**src/rtl/ram_pkg.sv**
```systemverilog
// Shared constants and word/address types for the 256x8 scratch RAM.
package ram_pkg;

    localparam int RAM_ADDR_WIDTH = 8;
    localparam int RAM_DATA_WIDTH = 8;
    localparam int RAM_DEPTH      = 256;

    typedef logic [RAM_ADDR_WIDTH-1:0] ram_addr_t;
    typedef logic [RAM_DATA_WIDTH-1:0] ram_word_t;

endpackage : ram_pkg

```
**src/rtl/ram_word_reg.sv**
```systemverilog
// One storage word: a register with asynchronous clear and a load enable.
module ram_word_reg #(
    parameter int WIDTH = ram_pkg::RAM_DATA_WIDTH
) (
    input  logic             clk,
    input  logic             reset,
    input  logic             load,
    input  logic [WIDTH-1:0] d,
    output logic [WIDTH-1:0] q
);

    logic [WIDTH-1:0] q_reg;

    // Clear at once on reset; otherwise capture d when this word is selected for a write.
    always_ff @(posedge clk or posedge reset) begin
        if (reset) begin
            q_reg <= '0;
        end else if (load) begin
            q_reg <= d;
        end
    end

    assign q = q_reg;

endmodule : ram_word_reg

```
**src/rtl/ram_256x8.sv**
```systemverilog
// Single-port 256x8 register-file RAM: synchronous write, combinational read,
// asynchronous clear of the whole array. Built from flip-flops (not block RAM)
// because every word must clear on reset and reads have zero latency.
module ram_256x8
    import ram_pkg::*;
#(
    parameter int ADDR_WIDTH = RAM_ADDR_WIDTH,
    parameter int DATA_WIDTH = RAM_DATA_WIDTH,
    parameter int DEPTH      = 2**ADDR_WIDTH
) (
    input  logic                  clk,
    input  logic                  reset,
    input  logic [ADDR_WIDTH-1:0] addr,
    input  logic [DATA_WIDTH-1:0] wdata,
    input  logic                  wr,
    output logic [DATA_WIDTH-1:0] rdata
);

    // Current content of every word, driven by the word registers.
    logic [DATA_WIDTH-1:0] mem [DEPTH];

    // Write decoder and storage: exactly one word loads when wr is high.
    // Reset overrides the load inside each word, so writes during reset are dropped.
    generate
        for (genvar gi = 0; gi < DEPTH; gi++) begin : g_word
            logic load_sel;

            // Decode: this word is the write target.
            assign load_sel = wr && (addr == ADDR_WIDTH'(gi));

            ram_word_reg #(
                .WIDTH (DATA_WIDTH)
            ) u_word (
                .clk   (clk),
                .reset (reset),
                .load  (load_sel),
                .d     (wdata),
                .q     (mem[gi])
            );
        end
    endgenerate

    // Read mux: no bypass of wdata, so a same-address write shows only after the edge.
    assign rdata = mem[addr];

endmodule : ram_256x8

```
**config.mk**
```make
export PLATFORM = sky130hd
export DESIGN_NAME = ram_256x8
export DESIGN_NICKNAME = d
export VERILOG_FILES = /design/src/rtl/ram_pkg.sv /design/src/rtl/ram_word_reg.sv /design/src/rtl/ram_256x8.sv
export SDC_FILE = /design/constraint.sdc
export NUM_CORES = 2
export LEC_CHECK = 0
export CORE_MARGIN = 2
export CORE_UTILIZATION = 59
export DETAILED_ROUTE_END_ITERATION = 6
export PLACE_DENSITY = 0.79
export SYNTH_ARGS = -nofsm -noshare
export SYNTH_HDL_FRONTEND = slang
export SYNTH_HIERARCHICAL = 1
export SYNTH_SLANG_ARGS = --single-unit
```
**constraint.sdc**
```tcl
create_clock -name clk -period 4.3 [get_ports clk]
set_input_delay 1.075 -clock clk [delete_from_list [all_inputs] [get_ports clk]]
set_output_delay 1.075 -clock clk [all_outputs]
set_load 0.05 [all_outputs]
```
==> impl_metrics.csv <==
group,metric,value,unit
final_layout,fillers,10700,
synth,netlist.area_leader.share,0.500,
placed_design,dp_hpwl,176,mm
status,status,"finished, violations left",
route,first_pass_iters,6,
synth,syn_nets,6111,
sta,clock_skew,0,ns
pwr,power_density,377,nW/µm²
synth,ys_types,22,
synth,synth_common_cells,"2048 x dfrtp_1, 2048 x mux2_4, 512 x mux4_2",
cts,postCtsHoldBufs,0,
floorplan,initial_core_util,0.592,
floorplan,rows,153,
grt,overflow,0,
worst_setup_path,cpMaxStageDelayCell,"o41ai_4",
cts,cts_tree,"yes",
placed_design,dp.cells,8567,
synth,yosysSeqAreaShare,0.500,
worst_setup_path,cp.buffers_inverters,5,
floorplan,ios,27,
sta,finalHoldViolations,0,
cts,cts_made_buffers,200,
cts,clkTransAtPathRegs,0.06,ns
grt,grt_start_max_net_pins,97,
synth,yosys_warnings,6,
placed_design,io_buffers,26,
worst_setup_path,critPathMostFrequentCell,"buf_4",
sta,tightest_slew,1.15,ns
pwr,p_leak,54.6,nW
placed_design,gp_congestion,0.910,
sta,fin_crit,5.01,ns
sta,rsz0062_at_grt,"yes",
route,vias,58200,
cts,insertion_delay,0.84,ns
sta,max_clock_freq,0.200,GHz
synth,netlist_area,103000,µm²
worst_setup_path,crit_family,"buffers and inverters",
route,vias_per_cell,6.44,
synth,ys_ff_latch,2048,
synth,async_flop_share,1.00,
final_layout,final_util,0.676,
worst_setup_path,worstPathCellList,"buf_8, buf_12, buf_4, mux4_2, a22oi_2, a21oi_2, o41ai_4, buf_4, nand4_1, buf_6",
floorplan,die_area,177000,µm²
sta,maxSlewViolCount,0,
worst_setup_path,cp_data_arrival_time,3.93,ns
worst_setup_path,required,3.22,ns
sta,finalWorstSetupSlack,-0.710,ns
sta,relSlewSlack,0.236,
worst_setup_path,critPathMaxStageDelay,0.50,ns
route,drt-total-wl,280,mm
final_layout,stdcell_count,9035,
cts,h-tree-depth,4,
worst_setup_path,regToRegStartpoint,"g_word[44].u_word/q[2]",
sta,fin_crit_sh,1.17,
route,wl_per_cell,31.0,µm
final_layout,largest_register_ffs,2048,
final_layout,syn_to_final_growth,14.2,%
synth,synth_edf_count,0,
sta,setup_viol,8,
worst_setup_path,crit_path_max_fanout,49,
cts,cts-root-buf,"clkbuf_16",
worst_setup_path,crit_path_end_kind,"primary output",
worst_setup_path,start_kind,"input port",
pwr,total_power,44.2,mW
floorplan,fp.coreArea,173000,µm²
cts,cts.sinks,2048,
synth,yosysTopAreaCell,"dfrtp_1",
synth,synth_ff_type,"dfrtp_1",
grt,grt_pass1_wl,424,mm
worst_hold_path,worstHoldPathType,"input port to asynchronous set/reset pin",
route,initialDrtViolationCount,6498,
job,maxCapViolations,0,
status,failed_checks,"setup timing",
route,remaining_drc_errors,0,
final_layout,multiInputGateArea,47500,µm²
synth,synth_area_leaders,"dfrtp_1 50%, mux2_4 30%, mux4_2 11%",
grt,first_global_vias,62500,
route,ant_nets,0,
worst_setup_path,crit_start,"addr[1]",
pwr,ir_drop,0.000452,V
synth,syn_avg_cell_area,16.8,µm²
floorplan,die_h,421,µm
final_layout,drive_gt1_frac,0.569,
final_layout,nNetsFinal,6562,
synth,syn_inst,6092,
final_layout,regArea,51200,µm²
cts,ctsLongestPathBuffers,3,
grt,antenna_found_initial,5,
worst_setup_path,crit_type,"input port to primary output",
floorplan,die_w,421,µm
grt,track_usage,0.315,
per-layer routing:
metal	up-vias	share of wire	GRT usage
met4	2	0.045	0.122
met5	-	0.000039	0
met3	630	0.091	0.0657
met2	3003	0.45	0.474
met1	31300	0.41	0.452
li1	23200	-	-
stage by stage:
| step | setup TNS, ns | worst slack (ns) | cell area, µm² | hold slack (ns) |
|---|---|---|---|---|
| final | -4.98 | -0.710 | 117000 | 0.472 |
| after global placement | -8.43 | -1.31 | 108000 | 0.490 |
| after global routing | -4.88 | -0.667 | 117000 | 0.504 |
| after floorplan | 0 | 0.00106 | 103000 | 0.476 |
| after detailed placement | -8.47 | -1.29 | 108000 | 0.488 |
| after CTS | -4.55 | -0.643 | 116000 | 0.463 |
where the power goes:
| part | internal, mW | switching, mW | leakage, nW |
|---|---|---|---|
| clock | 11.0 | 7.91 | 3.44 |
| sequential | 20.2 | 0.656 | 28.2 |
| combinational | 2.27 | 2.15 | 22.9 |
| total | 33.4 | 10.7 | 54.6 |
cell type report:
class | instances | area share
antenna | 4 | 0.0000855
clock buffer | 265 | 0.0491
clock inverter | 100 | 0.0114
inverter | 257 | 0.00824
multi-input combinational | 3307 | 0.406
sequential | 2048 | 0.438
tap | 2325 | 0.0248
timing repair buffer | 729 | 0.0628
kinds of logic (layout without fill, tap and decap cells):
family	Yosys count	after routing	share of synthesized area
compound gates	416	416	0.0277
buf+inv	737	1351	0.0474
flops	2048	2048	0.500
mux	2560	2560	0.412
other cells	0	4	0
simple gates	331	331	0.0129
what timing repair did:
action / 4_1_cts / 5_1_grt
resized for setup: 188 / 77
endpoints found under the setup margin: 8 / 8
pin swaps: 37 / 48
buffers inserted: 48 / 45
cloned: 7 / 3
final timing paths:
| check | end | slack [ns] | cells after the start |
|---|---|---|---|
| worst max-delay path | rdata[1] | -0.71 | 10 |
| worst min-delay path | g_word[196].u_word/q[5] | 0.47 | 2 |
| worst max register to register | g_word[44].u_word/q[2] | 3.45 | 1 |
| worst min register to register | g_word[249].u_word/q[6] | 0.51 | 1 |
| max in group asynchronous | g_word[22].u_word/q[4] | 2.63 | 3 |
| min in group clk | g_word[249].u_word/q[6] | 0.51 | 1 |
cells in the final DEF, fill, tap and decap left out, types with 9 or more instances in the layout:
cell type / instances
buf_4: 560
inv_6: 9
a22oi_1: 172
mux4_2: 512
clkinv_4: 13
buf_12: 89
nand2_1: 20
dfrtp_1: 2048
clkinv_2: 30
a22oi_2: 84
nand2_2: 12
mux2_4: 2048
buf_6: 25
clkinvlp_4: 19
o41ai_4: 12
clkbuf_1: 21
nor2_1: 260
inv_1: 257
a21oi_1: 75
clkbuf_8: 39
buf_8: 25
buf_16: 16
clkbuf_16: 208
bufinv_16: 26
a21oi_2: 48
o41ai_2: 16
(Power assumes the default switching activity.)
